[config.mk]
export PLATFORM = sky130hd
export DESIGN_NAME = orion_mem_arbiter
export DESIGN_NICKNAME = d
export VERILOG_FILES = /design/src/rtl/orion_types.sv /design/src/rtl/orion_rr_pick.sv /design/src/rtl/orion_mem_arbiter.sv
export SDC_FILE = /design/constraint.sdc
export NUM_CORES = 1
export LEC_CHECK = 0
export ABC_AREA = 1
export ABC_CLOCK_PERIOD_IN_PS = 3000
export CAP_MARGIN = 15
export CORE_ASPECT_RATIO = 1.5
export CORE_MARGIN = 2
export CORE_UTILIZATION = 25
export CTS_CLUSTER_SIZE = 28
export DETAILED_ROUTE_END_ITERATION = 8
export HOLD_SLACK_MARGIN = 0.08
export PLACE_DENSITY = 0.57
export SETUP_SLACK_MARGIN = 0.4
export SYNTH_ARGS = -nofsm -noshare
export SYNTH_HDL_FRONTEND = slang
export SYNTH_SLANG_ARGS = --single-unit
[constraint.sdc]
create_clock -name clk_i -period 3 [get_ports clk_i]
set_input_delay 0.75 -clock clk_i [delete_from_list [all_inputs] [get_ports clk_i]]
set_output_delay 0.75 -clock clk_i [all_outputs]
set_load 0.01 [all_outputs]
[src/rtl/orion_types.sv]
// Shared widths and enums for the Orion memory arbiter and its helpers.
package orion_types;

  localparam int ADDRW = 32;
  localparam int XLEN  = 32;
  localparam int MASKW = XLEN / 8;

  typedef enum logic [1:0] {
    IDLE,
    BUSY_I,
    BUSY_D
  } arb_state_t;

  typedef enum logic {
    PORT_I,
    PORT_D
  } arb_port_t;

endpackage

[src/rtl/orion_rr_pick.sv]
// Two-way grant selector: fixed data-port priority (POLICY=0) or
// round-robin away from the last granted port on a tie (POLICY=1).
module orion_rr_pick
  import orion_types::*;
#(
  parameter int POLICY = 1
) (
  input  logic      req_i_i,
  input  logic      req_d_i,
  input  arb_port_t last_gnt_i,
  output logic      gnt_valid_o,
  output arb_port_t gnt_o
);

  always_comb begin
    gnt_valid_o = req_i_i | req_d_i;
    gnt_o       = PORT_D;
    if (req_i_i && !req_d_i) begin
      gnt_o = PORT_I;
    end else if (req_i_i && req_d_i && (POLICY != 0) && (last_gnt_i == PORT_D)) begin
      gnt_o = PORT_I;
    end
  end

endmodule

[src/rtl/orion_mem_arbiter.sv]
// Arbitrates instruction and data requests onto one downstream memory port,
// one outstanding transaction at a time, with a sticky watchdog flag.
module orion_mem_arbiter
  import orion_types::*;
#(
  parameter int ARB_POLICY     = 1,
  parameter int TIMEOUT_CYCLES = 1024
) (
  input  logic             clk_i,
  input  logic             rst_ni,
  input  logic [ADDRW-1:0] imem_addr_i,
  input  logic             imem_valid_i,
  output logic [XLEN-1:0]  imem_rdata_o,
  output logic             imem_resp_o,
  input  logic [ADDRW-1:0] dmem_addr_i,
  input  logic [XLEN-1:0]  dmem_wdata_i,
  input  logic [MASKW-1:0] dmem_mask_i,
  input  logic             dmem_we_i,
  input  logic             dmem_valid_i,
  output logic [XLEN-1:0]  dmem_rdata_o,
  output logic             dmem_resp_o,
  output logic [ADDRW-1:0] mem_addr_o,
  output logic [XLEN-1:0]  mem_wdata_o,
  output logic [MASKW-1:0] mem_mask_o,
  output logic             mem_we_o,
  output logic             mem_valid_o,
  input  logic [XLEN-1:0]  mem_rdata_i,
  input  logic             mem_resp_i,
  output logic             err_o
);

  // A zero timeout still needs a legal one-bit counter; the watchdog logic is gated off.
  localparam int CW = (TIMEOUT_CYCLES > 0) ? $clog2(TIMEOUT_CYCLES + 1) : 1;
  localparam logic [CW-1:0] TMAX = CW'(TIMEOUT_CYCLES);

  arb_state_t       state_q;
  arb_port_t        last_gnt_q;
  logic [ADDRW-1:0] addr_q;
  logic [XLEN-1:0]  wdata_q;
  logic [MASKW-1:0] mask_q;
  logic             we_q;
  logic [CW-1:0]    cnt_q, cnt_d;
  logic             err_q;
  logic             gnt_valid;
  arb_port_t        gnt;

  orion_rr_pick #(.POLICY(ARB_POLICY)) u_pick (
    .req_i_i    (imem_valid_i),
    .req_d_i    (dmem_valid_i),
    .last_gnt_i (last_gnt_q),
    .gnt_valid_o(gnt_valid),
    .gnt_o      (gnt)
  );

  assign cnt_d = cnt_q + CW'(1);

  always_ff @(posedge clk_i) begin
    if (!rst_ni) begin
      state_q    <= IDLE;
      last_gnt_q <= PORT_I;
      addr_q     <= '0;
      wdata_q    <= '0;
      mask_q     <= '0;
      we_q       <= 1'b0;
      cnt_q      <= '0;
      err_q      <= 1'b0;
    end else begin
      case (state_q)
        IDLE: begin
          if (gnt_valid) begin
            cnt_q <= '0;
            if (gnt == PORT_D) begin
              state_q <= BUSY_D;
              addr_q  <= dmem_addr_i;
              wdata_q <= dmem_wdata_i;
              mask_q  <= dmem_mask_i;
              we_q    <= dmem_we_i;
            end else begin
              state_q <= BUSY_I;
              addr_q  <= imem_addr_i;
              wdata_q <= '0;
              mask_q  <= '1;
              we_q    <= 1'b0;
            end
          end
        end
        BUSY_I, BUSY_D: begin
          if (mem_resp_i) begin
            state_q    <= IDLE;
            last_gnt_q <= (state_q == BUSY_I) ? PORT_I : PORT_D;
          end else if ((TIMEOUT_CYCLES != 0) && (cnt_q != TMAX)) begin
            cnt_q <= cnt_d;
            if (cnt_d == TMAX) begin
              err_q <= 1'b1;
            end
          end
        end
        default: state_q <= IDLE;
      endcase
    end
  end

  assign mem_valid_o  = (state_q == BUSY_I) || (state_q == BUSY_D);
  assign mem_addr_o   = addr_q;
  assign mem_wdata_o  = wdata_q;
  assign mem_mask_o   = mask_q;
  assign mem_we_o     = we_q;
  assign err_o        = err_q;

  assign imem_resp_o  = (state_q == BUSY_I) && mem_resp_i;
  assign dmem_resp_o  = (state_q == BUSY_D) && mem_resp_i;
  assign imem_rdata_o = imem_resp_o ? mem_rdata_i : '0;
  assign dmem_rdata_o = dmem_resp_o ? mem_rdata_i : '0;

endmodule

==> flow_summary.toml, run 1 <==
[pwr]
p_leak_nw = 3.455
vdd_ir_drop_max_mv = 0.2224
power.density_nw_per_um2 = 473.3

[clock_tree]
cts_setup_buffers = 0
cts_hold_buf = 0
root_buffer = "clkbuf_16"
cts-htree-levels = 3
clkSlewWorstSetupHoldPaths_ns = 0.06
cts_tree = "done"
clock_path_buffers = 2
clk_latency_ns = 0.34
clkSinkCount = 84
cts_inserted_buffers = 9

[critical_path]
cp_slowest_stage_delay_ns = 0.29
crit_arrival_ns = 1.74
path_cells = "dlygate4sd2_1 -> nand2_2 -> bufbuf_16 -> nor2_1 -> dlygate4sd2_1"
critPathCaptureType = "output port"
rr_startpoint = "state_q[1]$_SDFFE_PN0P_"
required_ns = 2.25
path_max_fanout = 16
critPathLaunch = "mem_resp_i"
crit_type = "input pin to output port"
cp.depth = 5
cp_slowest_cell = "bufbuf_16"
critical_path.top_delay_family = "buffers and inverters"
worstPathBufferInverterCount = 3
crit_top_cell = "dlygate4sd2_1"
reg2reg_depth = 8
start_kind = "input pin"

[logic_synthesis]
ys_seq_area_share_pct = 40.08
synth_top_area_share_pct = 40.08
synth.distinct_cells = 25
async_flop_share_pct = 0
synth_commonest_cells = "192 x nand2_1, 94 x inv_1, 85 x nor2_1"
synth_nets = 789
yosys-top-cells-area = "dfxtp_1 40%, nand2_1 17%, inv_1 8.4%, nor2_1 7.6%, a21oi_1 5.8%"
syn_inst = 645
synth.avg_cell_area_um2 = 6.504
synth_flop_cell = "dfxtp_1"
syn_area_um2 = 4195
ys_seq_elements = 84
synth-edff-count = 0
yosys.area.top_type = "dfxtp_1"
ys_warn_count = 0
synth_most_common_cell = "nand2_1"

[sta]
relSlewSlack_pct = 43.07
finalCritPeriodShare_pct = 83.04
finalCriticalPeriod_ns = 2.491
tns_ns = 0
rsz0062_at_grt = "no"
maxSlewViolCount = 0
max_freq_mhz = 401.4
final-hold-violation-count = 0
fin_worst_skew_ns = 0.007727
tightest_slew_ns = 0.8530
setup_viol = 0
worst_slack_ns = 0.5087

[min_path]
min_path_type = "register to register"
hold_start = "err_o$_SDFFE_PN0P_"
holdPathStages = 2

[global_route]
busiest_layer = "met2"
grt_use_total_pct = 16.08
antenna_found_initial = 0
grt_max_degree = 69
use_met2_pct = 29.43
grt_pass1_wl_mm = 22.57
grt_pass1_vias = 4396
use_met1_pct = 17.85
grt-ovfl-total = 0
gr-usage-met3_pct = 3.241

[place]
io_buffers = 274
gp_congestion = 0.8352
place_ws_ns = 0.02519
dp_hpwl_mm = 11.19

[detailed_routing]
ant_nets = 0
viasPerCell = 4.278
vias = 4796
wl_per_cell_um = 13.46
routed_wl_mm = 15.09
drc_errors = 0
dr.pass1.iters = 4
drt_iter0_drc = 240

[floorplanning]
pin_count = 275
rows = 58
die_y_um = 162.7
coreArea_um2 = 16620
die_x_um = 109.8
die_area_um2 = 17850
initial_core_util_pct = 25.24

[cells_and_area]
drive_above_1_share_pct = 5.379
fillCellCount = 1694
num_antenna_cells = 0
finalNetCount = 1050
area_delta_synth_final_pct = 77.27

[run]
cap_violations = 0

[status]
status = "completed"
area by class of cell:
type,instances,area [µm²],share of cell area [%]
timing repair buffer,286,2833,38.09
multi-input combinational,429,1996,26.83
sequential,84,1682,22.61
inverter,96,360.3,4.845
tap,210,262.8,3.533
clock buffer,9,225.2,3.028
clock inverter,7,78.83,1.060
worst register-to-register path: stages, from the launching register on:
cell and delay, ns:
dfxtp_1 0.36, inv_1 0.07, ha_2 0.41, inv_1 0.16, nand2_1 0.11, nand3_1 0.23, inv_1 0.27, nand2_1 0.08
a21oi_1 0.12
what timing repair did:
| item | 4_1_cts | 5_1_grt |
|---|---|---|
| hold endpoints to repair | 0 | 0 |
| endpoints found under the setup margin | 66 | 1 |
| cloned | 1 | 0 |
| resized for setup | 119 | 2 |
state kept, by name, summed over array words and instances, names as in the netlist:
name	count
mem_addr_o	32
mem_wdata_o	32
cnt_q	11
mem_mask_o	4
state_q	2
err_o	1
last_gnt_q	1
mem_we_o	1
routing by layer:
metal  up-vias  wire [µm]
li1       2534          -
met1      2098       6156
met2       142       7693
met3        22        916
met4         0        323
met5         -          0
power breakdown:
part | leakage (nW) | switching [mW] | internal (mW)
clock | 0.151 | 0.490 | 0.658
combinational | 2.61 | 0.520 | 0.553
sequential | 0.692 | 0.0614 | 1.24
per-stage QoR:
step	cell area [µm²]	util (%)	cells	total power [mW]	hold slack (ns)
4_1_cts	7432	44.72	1121	3.583	0.4550
3_3_place_gp	7158	43.07	1104	2.420	0.4373
5_1_grt	7437	44.75	1121	3.721	0.4821
3_5_place_dp	7158	43.07	1104	2.419	0.4440
6_report	7437	44.75	1121	3.520	0.4519
2_1_floorplan	4195	-	645	1.808	0.4558
layout by cell type (no fill, tap or decap), types with 5 or more instances in the layout:
cell type and instances:
clkdlybuf4s50_1 206, buf_2 6, o211ai_1 32, nand3_1 46, nand2_1 191, nor2_1 85, buf_4 8, inv_1 94
dfxtp_1 84, ha_1 5, dlygate4sd2_1 29, clkdlybuf4s15_1 31, clkbuf_16 9, a21oi_1 49
path summary, 6_finish.rpt:
kind                                               to  slack (ns)
worst min register to register     err_o$_SDFFE_PN0P_        0.45
worst max register to register  cnt_q[6]$_SDFFE_PN0P_        1.11
worst min-delay path               err_o$_SDFFE_PN0P_        0.45
worst max-delay path                 dmem_rdata_o[27]        0.51
kinds of logic (layout without fill, tap and decap cells):
family                     after synthesis  in the layout  synth area share [%]
and+or+nand+nor                        332            332                 31.70
AOI/OAI and AO/OA                       91             91                 13.96
DFF                                     84             84                 40.08
buffers and inverters                  132            398                 12.47
adders and majority gates                6              6                 1.789
(Power assumes the default switching activity.)
==> inputs of run 2 (changes only) <==
Settings changed: ABC_CLOCK_PERIOD_IN_PS 3000 to 2100, PLACE_DENSITY 0.57 to 0.6.
Clock period 3 ns to 2.1 ns, I/O delays scaled along.
==> run 2 against run 1 <==
  * Setup slack got worse by 0.48 ns
  * Register-to-register slack got worse by 0.72 ns
  * Clock power rose by 43%
  * Sequential share of layout area decreased by 1.4 points
  * Global-route usage grew 0.99 points
  * Clock-buffer cell count did not move
  * Worst hold slack got worse by 0.0062 ns
  * First-iteration DRC count decreased by 5.4%
  * Cell count grew 3.0%
  * Largest cell class unchanged
  * Highest routed layer unchanged
==> flow_summary.toml, run 2 (synthesis results as in run 1) <==
[status]
status = "completed"

[sta]
max_freq_mhz = 483.7
fin_worst_skew_ns = 0.01178
worst_slack_ns = 0.03251
maxSlewViolCount = 0
final-hold-violation-count = 0
whs_ns = 0.4457
tightest_slew_ns = 0.3391
relSlewSlack_pct = 77.39
finalCriticalPeriod_ns = 2.067
tns_ns = 0
rsz0062_at_grt = "yes"
setup_viol = 0
finalCritPeriodShare_pct = 98.45

[floorplanning]
rows = 58
die_y_um = 162.7
die_area_um2 = 17850
pin_count = 275
coreArea_um2 = 16620
initial_core_util_pct = 25.24
die_x_um = 109.8

[critical_path]
worstPathBufferInverterCount = 5
start_kind = "register"
critPathCaptureType = "output port"
path_cells = "inv_4 -> ha_4 -> nand2_8 -> buf_6 -> buf_12 -> buf_4 -> nor2_2 -> buf_2"
crit_type = "register to output port"
crit_arrival_ns = 1.54
cp_slowest_stage_delay_ns = 0.35
reg2reg_depth = 10
timing.rr.end = "cnt_q[1]$_SDFFE_PN0P_"
critical_path.top_delay_family = "buffers and inverters"
cp_slowest_cell = "dfxtp_4"
rr_startpoint = "state_q[1]$_SDFFE_PN0P_"
required_ns = 1.57
r2r_setup_slack_ns = 0.39
path_max_fanout = 8

[global_route]
grt-ovfl-total = 0
grt_max_degree = 51
grt_pass1_wl_mm = 23.87
grt_use_total_pct = 17.07
antenna_found_initial = 1
grt_pass1_vias = 4638

[cells_and_area]
mostFrequentLayoutCell = "nand2_1"
fin_area_um2 = 7966
final_cell_mix = "181 x nand2_1, 134 x clkdlybuf4s50_1, 86 x inv_1"
area_delta_synth_final_pct = 89.89
drive_above_1_share_pct = 22.03
final_util_pct = 47.94
stdcell_count = 1155
finalNetCount = 1083

[pwr]
p_leak_nw = 3.924
internal_power_mw = 3.562
vdd_ir_drop_max_mv = 0.3396
finalPower_mw = 5.221
p_sw_share_pct = 31.78
p_clk_share_pct = 31.6
power.density_nw_per_um2 = 655.4
p_switching_mw = 1.659
power_frac_comb_pct = 32.9
seq_power_share_pct = 35.5

[detailed_routing]
vias = 5082
wl_per_cell_um = 14.27
routed_wl_mm = 16.48
ant_nets = 0
viasPerCell = 4.400
drc_errors = 0
drt_iter0_drc = 227
dr.pass1.iters = 4

[clock_tree]
cts_inserted_buffers = 9
root_buffer = "clkbuf_16"
clkSinkCount = 84
cts-htree-levels = 3
clock_path_buffers = 2
clk_latency_ns = 0.34
clkSlewWorstSetupHoldPaths_ns = 0.06
cts_tree = "done"
cts_hold_buf = 0

[min_path]
min_path_type = "register to register"
hold_start = "err_o$_SDFFE_PN0P_"
holdPathEnd = "err_o$_SDFFE_PN0P_"
holdPathStages = 2

[place]
dp_cells = 1117
place_ws_ns = -0.4691
gp_congestion = 0.8678
place_area_um2 = 7281
dp_hpwl_mm = 11.58
io_buffers = 274

[run]
cap_violations = 0
## run 2: area by class of cell
cell class                 instances  area [µm²]
fill                            1704        8652
tap                              210       262.8
antenna                            1       2.502
clock inverter                     7       81.33
multi-input combinational        429        2315
timing repair buffer             319        3020
clock buffer                       9       225.2
sequential                        84        1688
inverter                          96       371.6
## run 2: worst max-delay path by stage
stage                                 start                to  slack [ns]  depth (start not counted)
finish              state_q[1]$_SDFFE_PN0P_  imem_rdata_o[25]        0.03                          8
global route        state_q[1]$_SDFFE_PN0P_  imem_rdata_o[16]       -0.03                          8
CTS                 state_q[1]$_SDFFE_PN0P_  imem_rdata_o[17]     -0.0005                          8
detailed placement               mem_resp_i  dmem_rdata_o[14]       -0.47                          5
global placement                 mem_resp_i  dmem_rdata_o[14]       -0.46                          5
floorplan           state_q[0]$_SDFFE_PN0P_       dmem_resp_o        0.48                          5
## run 2: per-layer routing
| layer | GRT usage (%) | wire [µm] | vias up |
|---|---|---|---|
| met2 | 29.07 | 8274 | 162 |
| met5 | 0 | 0 | - |
| li1 | - | - | 2606 |
| met1 | 19.90 | 6681 | 2285 |
| met3 | 5.162 | 1174 | 29 |
| met4 | 6.272 | 347 | 0 |
## run 2: worst reg2reg max path, stage by stage, from the launching register on
cell and delay [ns]:
dfxtp_4 0.36, inv_4 0.04, buf_4 0.12, buf_6 0.11, ha_4 0.22, buf_8 0.14
a21oi_4 0.18, nand4_1 0.17, inv_2 0.16, nand2_2 0.06, a21oi_2 0.10
## run 2: what timing repair did
item                                    4_1_cts  5_1_grt
resized for setup                           400       74
cloned                                        3        5
endpoints found under the setup margin      182       93
pin swaps                                     5       12
buffers inserted                              7        6
## run 2: power by group through the flow
stage / logic [mW] / registers (mW) / clock network [mW]
after floorplan: 0.616 / 1.97 / 0
after global placement: 1.62 / 1.89 / 0
after detailed placement: 1.62 / 1.89 / 0
after CTS: 1.58 / 1.85 / 1.71
after global routing: 1.87 / 1.88 / 1.78
final: 1.72 / 1.85 / 1.65
